### src/rtl/mm_timer_if.sv
// CPU data-memory bus as seen by the timer: word address, write data, strobes,
// read data back and the level interrupt.
interface mm_timer_if;
   logic [15:0] addr;
   logic [15:0] wdata;
   logic        mm_we;
   logic        mm_re;
   logic [15:0] rdata;
   logic        irq;

   modport master (
      output addr,
      output wdata,
      output mm_we,
      output mm_re,
      input  rdata,
      input  irq
   );

   modport slave (
      input  addr,
      input  wdata,
      input  mm_we,
      input  mm_re,
      output rdata,
      output irq
   );
endinterface

### src/rtl/mm_timer.sv
// Memory-mapped 16-bit timer: prescaled counter with a compare match flag,
// optional auto-reload or one-shot stop, and a level interrupt.
module mm_timer #(
   parameter logic [15:0] BASE_ADDR = 16'hC000
) (
   input  logic      clk,
   input  logic      rst_n,
   mm_timer_if.slave bus
);

   localparam logic [2:0] OffCtrl     = 3'd0;
   localparam logic [2:0] OffPrescale = 3'd1;
   localparam logic [2:0] OffCount    = 3'd2;
   localparam logic [2:0] OffCompare  = 3'd3;
   localparam logic [2:0] OffStatus   = 3'd4;

   if (BASE_ADDR[2:0] != 3'b000) begin : g_bad_base
      $error("mm_timer: BASE_ADDR must be 8-word aligned");
   end

   // CTRL bit positions
   localparam int unsigned BitEn   = 0;
   localparam int unsigned BitAuto = 1;
   localparam int unsigned BitIe   = 2;

   logic [2:0]  ctrl_q,     ctrl_d;
   logic [15:0] prescale_q, prescale_d;
   logic [15:0] count_q,    count_d;
   logic [15:0] compare_q,  compare_d;
   logic        flag_q,     flag_d;
   logic [15:0] pc_q,       pc_d;

   logic        sel;
   logic [2:0]  off;
   logic        wr_ctrl, wr_prescale, wr_count, wr_compare, wr_status;
   logic        tick;
   logic        match;
   logic [15:0] rdata_mux;

   assign sel = (bus.addr[15:3] == BASE_ADDR[15:3]);
   assign off = bus.addr[2:0];

   always_comb begin
      wr_ctrl     = 1'b0;
      wr_prescale = 1'b0;
      wr_count    = 1'b0;
      wr_compare  = 1'b0;
      wr_status   = 1'b0;
      if (sel && bus.mm_we) begin
         case (off)
            OffCtrl:     wr_ctrl     = 1'b1;
            OffPrescale: wr_prescale = 1'b1;
            OffCount:    wr_count    = 1'b1;
            OffCompare:  wr_compare  = 1'b1;
            OffStatus:   wr_status   = 1'b1;
            default:     ;
         endcase
      end
   end

   assign tick  = ctrl_q[BitEn] && (pc_q == prescale_q);
   assign match = tick && (count_q == compare_q);

   // CPU writes are applied last so they override same-cycle timer updates,
   // except the flag, where a match beats a write-1-clear.
   always_comb begin
      ctrl_d     = ctrl_q;
      prescale_d = prescale_q;
      count_d    = count_q;
      compare_d  = compare_q;
      flag_d     = flag_q;
      pc_d       = pc_q;

      if (ctrl_q[BitEn]) begin
         pc_d = tick ? 16'h0000 : pc_q + 16'd1;
      end

      if (tick) begin
         if (match && ctrl_q[BitAuto]) begin
            count_d = 16'h0000;
         end else begin
            count_d = count_q + 16'd1;
         end
         if (match && !ctrl_q[BitAuto]) begin
            ctrl_d[BitEn] = 1'b0;
         end
      end

      if (wr_status && bus.wdata[0]) begin
         flag_d = 1'b0;
      end
      if (match) begin
         flag_d = 1'b1;
      end

      if (wr_ctrl) begin
         ctrl_d = bus.wdata[2:0];
         pc_d   = 16'h0000;
      end
      if (wr_prescale) begin
         prescale_d = bus.wdata;
         pc_d       = 16'h0000;
      end
      if (wr_count) begin
         count_d = bus.wdata;
      end
      if (wr_compare) begin
         compare_d = bus.wdata;
      end
   end

   always_ff @(posedge clk or negedge rst_n) begin
      if (!rst_n) begin
         ctrl_q     <= 3'b000;
         prescale_q <= 16'h0000;
         count_q    <= 16'h0000;
         compare_q  <= 16'hFFFF;
         flag_q     <= 1'b0;
         pc_q       <= 16'h0000;
      end else begin
         ctrl_q     <= ctrl_d;
         prescale_q <= prescale_d;
         count_q    <= count_d;
         compare_q  <= compare_d;
         flag_q     <= flag_d;
         pc_q       <= pc_d;
      end
   end

   always_comb begin
      rdata_mux = 16'h0000;
      if (sel && bus.mm_re) begin
         case (off)
            OffCtrl:     rdata_mux = {13'd0, ctrl_q};
            OffPrescale: rdata_mux = prescale_q;
            OffCount:    rdata_mux = count_q;
            OffCompare:  rdata_mux = compare_q;
            OffStatus:   rdata_mux = {15'd0, flag_q};
            default:     rdata_mux = 16'h0000;
         endcase
      end
   end

   assign bus.rdata = rdata_mux;
   assign bus.irq   = flag_q & ctrl_q[BitIe];

endmodule

### src/flat_wrapper.sv
// flat-port wrapper written by rule: the top's interface ports become plain ports
module mm_timer_flat 
#(
   parameter logic [15:0] BASE_ADDR = 16'hC000
)
  (clk, rst_n, bus_addr, bus_wdata, bus_mm_we, bus_mm_re, bus_rdata, bus_irq);
  mm_timer_if bus_i ();
  input  logic clk;
  input  logic rst_n;
  input wire logic [$bits(bus_i.addr)-1:0] bus_addr;
  input wire logic [$bits(bus_i.wdata)-1:0] bus_wdata;
  input wire logic [$bits(bus_i.mm_we)-1:0] bus_mm_we;
  input wire logic [$bits(bus_i.mm_re)-1:0] bus_mm_re;
  output wire logic [$bits(bus_i.rdata)-1:0] bus_rdata;
  output wire logic [$bits(bus_i.irq)-1:0] bus_irq;
  assign bus_i.addr = bus_addr;
  assign bus_i.wdata = bus_wdata;
  assign bus_i.mm_we = bus_mm_we;
  assign bus_i.mm_re = bus_mm_re;
  assign bus_rdata = bus_i.rdata;
  assign bus_irq = bus_i.irq;
  mm_timer #(.BASE_ADDR(BASE_ADDR)) u_core (.clk(clk), .rst_n(rst_n), .bus(bus_i));
endmodule
### config.mk
export PLATFORM = sky130hd
export DESIGN_NAME = mm_timer_flat
export DESIGN_NICKNAME = d
export VERILOG_FILES = /design/src/rtl/mm_timer_if.sv /design/src/rtl/mm_timer.sv /design/src/flat_wrapper.sv
export SDC_FILE = /design/constraint.sdc
export NUM_CORES = 1
export LEC_CHECK = 0
export ABC_CLOCK_PERIOD_IN_PS = 2120
export CORE_MARGIN = 4
export CORE_UTILIZATION = 45
export CTS_CLUSTER_SIZE = 16
export DETAILED_ROUTE_END_ITERATION = 8
export PLACE_DENSITY_LB_ADDON = 0.1
export SLEW_MARGIN = 20
export SYNTH_ARGS = -nofsm -noshare
export SYNTH_HDL_FRONTEND = slang
export SYNTH_SLANG_ARGS = --single-unit
### constraint.sdc
create_clock -name clk -period 2.12 [get_ports clk]
set_input_delay 0.424 -clock clk [delete_from_list [all_inputs] [get_ports clk]]
set_output_delay 0.424 -clock clk [all_outputs]
set_load 0.02 [all_outputs]
Yosys cells after proc, flatten, opt, wreduce, memory -nomap -nowiden
Index checks and enable logic that the tools add are counted.
{ "op_classes": {"addsub": 2, "mux": 24, "eq_ne": 7, "reduce_logical": 15, "bitwise": 1} }
{ "ops": {"columns": ["op", "n"], "rows": [
  ["$mux 16", 8],
  ["$pmux 16 s5", 1],
  ["$add 16x1->16 const B", 2],
  ["$eq 16x16->1", 2],
  ["$mux 1", 15],
  ["$eq 13x13->1 const B", 1],
  ["$reduce_bool 2->1", 4],
  ["$logic_and 1x1->1", 7],
  ["$eq 3x2->1 const B", 2],
  ["$eq 3x1->1 const B", 1],
  ["$eq 3x3->1 const B", 1],
  ["$logic_not 3->1", 1],
  ["$reduce_bool 3->1", 1],
  ["$reduce_and 2->1", 1],
  ["$and 1x1->1", 1],
  ["$logic_not 1->1", 1]
]} }
{ "totals": {"inputBits": 36, "register_bits": 68, "wordCells": 56, "out_inout_bits": 17} }

Depth between registers and ports, before layout
{ "depth": {"depth_word": 7, "depth_mapped": 10} }

Worst setup path before layout
No wires, ideal clock.
{ "synth_timing": {"path_kind": "input to register", "startpoint": "input port bus_addr[10]", "endpoint": "register u_core.prescale_q[0]", "t_arrival_ns": 2.027, "n_path_buf": 2, "path_slack_ns": -0.032, "path_stages": 7, "required_ns": 1.995, "path_cell_list": "nor4b_1 nand4_1 nor4_1 and2_1 clkbuf_1 buf_2 mux2_2"} }
{ "synth_via": {"elab_chain_len": 3} }
{ "synth_rtl": {"columns": ["item", "line_no", "source"], "rows": [
  ["start, declared", "flat_wrapper.sv:10", "input wire logic [$bits(bus_i.addr)-1:0] bus_addr;"],
  ["$eq 13x13->1", "mm_timer.sv:40", "assign sel = (bus.addr[15:3] == BASE_ADDR[15:3]);"],
  ["$logic_and 1x1->1", "mm_timer.sv:49", "if (sel && bus.mm_we) begin"],
  ["$mux 1", "mm_timer.sv:49", null],
  ["end signal, assigned", "mm_timer.sv:122", "prescale_q <= prescale_d;"],
  ["end, declared", "mm_timer.sv:27", "logic [15:0] prescale_q, prescale_d;"]
]} }
No other way between the ends.
A chain may end at the register's enable or synchronous reset.

Worst setup path in the final report
{ "layout_timing": {"startpoint": "register u_core.prescale_q[2]", "endpoint": "register u_core.pc_q[12]"} }
{ "layout_via": {"elab_chain_len": 6} }
{ "layout_rtl": {"columns": ["item", "line_no", "source"], "rows": [
  ["$eq 16x16->1", "mm_timer.sv:61", "assign tick = ctrl_q[BitEn] && (pc_q == prescale_q);"],
  ["$logic_and 1x1->1", "mm_timer.sv:61", null],
  ["$mux 16", "mm_timer.sv:75", "pc_d = tick ? 16'h0000 : pc_q + 16'd1;"],
  ["$mux 16", "mm_timer.sv:74", "if (ctrl_q[BitEn]) begin"],
  ["$mux 16", "mm_timer.sv:96", "if (wr_ctrl) begin"],
  ["$mux 16", "mm_timer.sv:100", "if (wr_prescale) begin"],
  ["end signal, assigned", "mm_timer.sv:126", "pc_q <= pc_d;"],
  ["end, declared", "mm_timer.sv:31", "logic [15:0] pc_q, pc_d;"]
]} }
No other way between the ends. The select of a mux whose other input is x is not followed.

==> results summary <==
The number of nets in the synthesized netlist is roughly 460. Final hold analysis gives a worst-case slack of 0.04056 ns. Synthesis produced a netlist whose cell count is 425. The buffer levels on the longest clock path came out at 2. The total die area came out at approximately 0.011 mm^2. On the critical path the largest part of the delay comes from simple AND/OR/NAND/NOR gates. The chip width came out at 103.7 um. The flow ran to the end, but the final reports show violations.

The final routed wirelength across all metal layers came out at 13.40 mm. The placed wire-length estimate after detailed placement came out at 9.524 mm. Along the worst path, the maximum fanout reaches 4.

Setup repair after global routing could not meet its margin everywhere. The buffers plus inverters on the worst setup path came out at 1. The average cell area after synthesis is 9.703 um^2. The area inside the core boundary is about 0.009 mm^2. The final reports fail on setup timing. The share of the cycle needed by the critical path after routing came out at 104.9%. The number of hold-slack violations in the final timing report is 0. The number of hold-repair buffers added at the cts stage came out at 0. The number of vias per cell is approximately 5.8.

The number of inserted filler cells in the final layout is about 670. The worst endpoint data arrival time is 2.46 ns. The number of ports placed on the die boundary came out at 53. The post-route worst setup slack came out at -0.1037 ns.

The number of max-cap violations is 0. The total routing resource utilization after global routing came out at between 20 and 30%. The number of standard cells in the final layout excluding fillers is slightly below 700.

The number of placed instances, taps included came out at 651. The internal reg-to-reg setup slack came out at -0.10 ns. The total DRC errors in the routed layout came out at 0. The starting density of the core is 46.83%.

Clock tree synthesis found a total of 68 sinks. The path category of the worst min-delay check is primary input to asynchronous set/reset pin. The critical path goes through xor2_2, nor4_2, nand2_1, buf_4, or4_4, and4b_1, a21oi_2, nor2_1. The slowest stage of the critical path is the sky130_fd_sc_hd__or4_4 cell. The transition time of the tightest slew-check pin is roughly 0.52 ns. The critical path in this run is classified as register to register. The power density of the placed cells is 539.0 mW/mm^2. The count of buffers added on input and output ports is 52.

The most used flip-flop cell after synthesis is sky130_fd_sc_hd__dfrtp_1. For this run the aggregate overflow at the end of global routing stands at 0. The worst clock skew on the final layout came out at roughly 0.013 ns. The share of synthesized area occupied by flip-flops and latches came out at 41.75%. The setup violation total in the final timing report came out at 18. The maximum clock frequency is 449.7 MHz. Prior to clock tree synthesis, the placed netlist has a worst setup slack of -0.8820 ns. The first-pass detailed-route iteration total came out at 5.

The mapped netlist covers 0.004124 mm^2. The worst-case headroom to the max-slew limit is approximately 65%. The number of vias after detailed routing came out at around 4000. The flip-flop and latch count after synthesis came out at 68. Entering global routing, the biggest net connects 28 pins. The count of unique library cells instantiated by Yosys came out at 43. Compared with the post-synthesis result, the final layout area differs by 51.94%.

The worst register-to-register path ends at u_core.pc_q[12]. The number of global-route vias before repair came out at 4038. The standby leakage power came out at 2.722 nW. Dividing the detail-routed wire length by the instance count gives 19.65 um. The final-report max-slew violation count was 0. Measured along the y axis, the die boundary spans 103.7 um. The clock tree from TritonCTS is done. For the worst flop-to-flop path, the logic depth is 8. The clock-pin slew of the registers on the worst-case setup and hold paths came out at 0.08 ns. Cells fill between 70 and 80% of the core in the end. The startpoint identified for the worst register-to-register timing path is u_core.prescale_q[2].

The worst supply voltage drop on vdd is ~0.38 mV. The worst setup path is launched from a register. The final setup TNS came out at -0.6793 ns. For this block, the initial DRC count from the detailed router was 242.

The cell row count came out at 34. The post-route netlist has 50.52% of its cells at a drive strength greater than 1. At the end of routability-driven placement, the weighted congestion stood at around 0.91.

The yosys synthesis warning count is 0. The count of H-tree levels built during CTS came out at 3. The clock root buffer is sky130_fd_sc_hd__clkbuf_8. The initial antenna violation count came out at 0. Once detail routing completed, the nets flagged for antenna violations numbered 0. The antenna diode instance count came out at 0. The wire length of the first global-routing pass came out at 21.65 mm.

The worst setup path is captured at a register. The stage delay of the slowest cell on the critical path is 0.58 ns. Counting the buffers created by CTS gives 9. The number of synthesized flops with an enable pin came out at 0.

The data required time of the critical path came out at 2.36 ns. The clock reaches the later pin of the worst-skew pair after roughly 0.35 ns. The number of nets at the end of the flow came out at 608.

The share of synthesized flip-flops with an asynchronous set or reset is 100.0%. The routed design could run at a clock period as short as 2.224 ns.
## synth_stat cells, types with 3 or more instances
master	instances	area, um^2
sky130_fd_sc_hd__a21oi_1	20	100.1
sky130_fd_sc_hd__xor2_1	15	131.4
sky130_fd_sc_hd__buf_2	6	30.03
sky130_fd_sc_hd__dfrtp_1	52	1301
sky130_fd_sc_hd__nand2_1	17	63.81
sky130_fd_sc_hd__nor4_1	5	31.28
sky130_fd_sc_hd__nand3_1	15	75.07
sky130_fd_sc_hd__nor2_1	55	206.5
sky130_fd_sc_hd__nor4b_1	3	26.28
sky130_fd_sc_hd__nand4_1	14	87.58
sky130_fd_sc_hd__nand3b_1	4	30.03
sky130_fd_sc_hd__o21ai_0	20	100.1
sky130_fd_sc_hd__a2bb2oi_1	5	43.79
sky130_fd_sc_hd__nor3_1	10	50.05
sky130_fd_sc_hd__nor2b_1	6	37.54
sky130_fd_sc_hd__and2_1	5	31.28
sky130_fd_sc_hd__mux4_2	3	67.56
sky130_fd_sc_hd__inv_1	6	22.52
sky130_fd_sc_hd__a22oi_1	20	150.1
sky130_fd_sc_hd__dfstp_2	16	420.4
sky130_fd_sc_hd__mux2_2	47	529.3
sky130_fd_sc_hd__clkbuf_1	16	60.06
sky130_fd_sc_hd__or2_2	3	18.77
sky130_fd_sc_hd__xnor2_1	26	227.7
sky130_fd_sc_hd__and3_1	9	56.30
sky130_fd_sc_hd__nand2b_1	6	37.54
## power breakdown
part	total (mW)	switching [mW]	internal (mW)
combinational	0.531	0.269	0.262
sequential	1.43	0.0626	1.36
clock	1.42	0.524	0.898
total	3.38	0.855	2.52
## final cells by class
| cell class | instances | area [um^2] | share of cell area [%] |
|---|---|---|---|
| repair buffers | 157 | 1399 | 22.32 |
| well taps | 108 | 135.1 | 2.157 |
| multi-input cells | 328 | 2726 | 43.51 |
| clock inverters | 6 | 137.6 | 2.196 |
| flip-flops and latches | 68 | 1722 | 27.48 |
| clock buffers | 9 | 123.9 | 1.977 |
| inverters | 6 | 22.52 | 0.3594 |
## how the worst max path moves through the flow
stage / startpoint / to / slack (ns) / depth (start not counted)
finish: u_core.prescale_q[2] / u_core.pc_q[12] / -0.10 / 8
global placement: bus_addr[10] / bus_rdata[7] / -0.85 / 8
detailed placement: bus_addr[10] / bus_rdata[7] / -0.88 / 8
CTS: u_core.pc_q[2] / u_core.pc_q[12] / -0.10 / 8
global route: u_core.prescale_q[2] / u_core.pc_q[12] / -0.20 / 8
floorplan: bus_addr[1] / bus_rdata[5] / -0.01 / 5
## worst register-to-register path: stages, from the launching register on
cell and delay [ns]:
sky130_fd_sc_hd__dfrtp_1 0.42, sky130_fd_sc_hd__xor2_2 0.20, sky130_fd_sc_hd__nor4_2 0.27, sky130_fd_sc_hd__nand2_1 0.12, sky130_fd_sc_hd__buf_4 0.15, sky130_fd_sc_hd__or4_4 0.58
sky130_fd_sc_hd__and4b_1 0.23, sky130_fd_sc_hd__a21oi_2 0.10, sky130_fd_sc_hd__nor2_1 0.05
## through the flow
step	area [um^2]	total power, mW
2_1_floorplan	4141	1.634
3_3_place_gp	5426	1.891
3_5_place_dp	5426	1.906
4_1_cts	5889	3.342
5_1_grt	6266	3.530
6_report	6266	3.377
## flip-flops by register name, summed over array words and instances, names as in the netlist
register           cells
u_core.ctrl_q          3
u_core.pc_q           16
u_core.compare_q      16
u_core.flag_q          1
u_core.prescale_q     16
u_core.count_q        16
## repair_timing
action                     4_1_cts  5_1_grt
setup buffers                   10        6
resized for setup              155       87
setup endpoints to repair       81       83
pin swaps                       41       40
gates cloned                     3        0
## cell families (layout without fill, tap and decap cells)
| kind of cell | after synthesis | in the layout | share of synthesized area (%) |
|---|---|---|---|
| buffers and inverters | 31 | 178 | 3.186 |
| adder cells (fa/ha/maj) | 2 | 2 | 0.6067 |
| XOR/XNOR | 41 | 41 | 8.708 |
| AO/OA/AOI/OAI | 71 | 71 | 10.83 |
| AND/OR/NAND/NOR | 161 | 163 | 20.21 |
| multiplexers | 51 | 51 | 14.71 |
| flip-flops | 68 | 68 | 41.75 |
## cells in the final DEF (no fill, tap or decap), drive strengths merged, types with 2 or more instances in the layout
cell type and n:
buf 128, nor2 56, dfrtp 52, mux2 47
xnor2 26, clkdlybuf4s50 20, a22oi 20, a21oi 20
o21ai 20, nand2 17, dfstp 16, xor2 15
nand3 15, nand4 14, clkbuf 11, nor3 10
and3 9, nor4 7, inv 6, nand2b 6
nor2b 6, and2 6, a2bb2oi 5, dlygate4sd2 5
nand3b 4, bufinv 4, or2 4, mux4 3
nor4b 3, or4 2, a221o 2, ha 2
clkinv 2, clkdlybuf4s15 2
## metal layers
layer  GRT usage [%]  share of wire (%)
met1           33.85                 43
met2           41.87                 48
met4           8.642                3.3
met5               0                  0
met3           5.535                6.1
No activity file was read; power rests on OpenSTA's default activity.
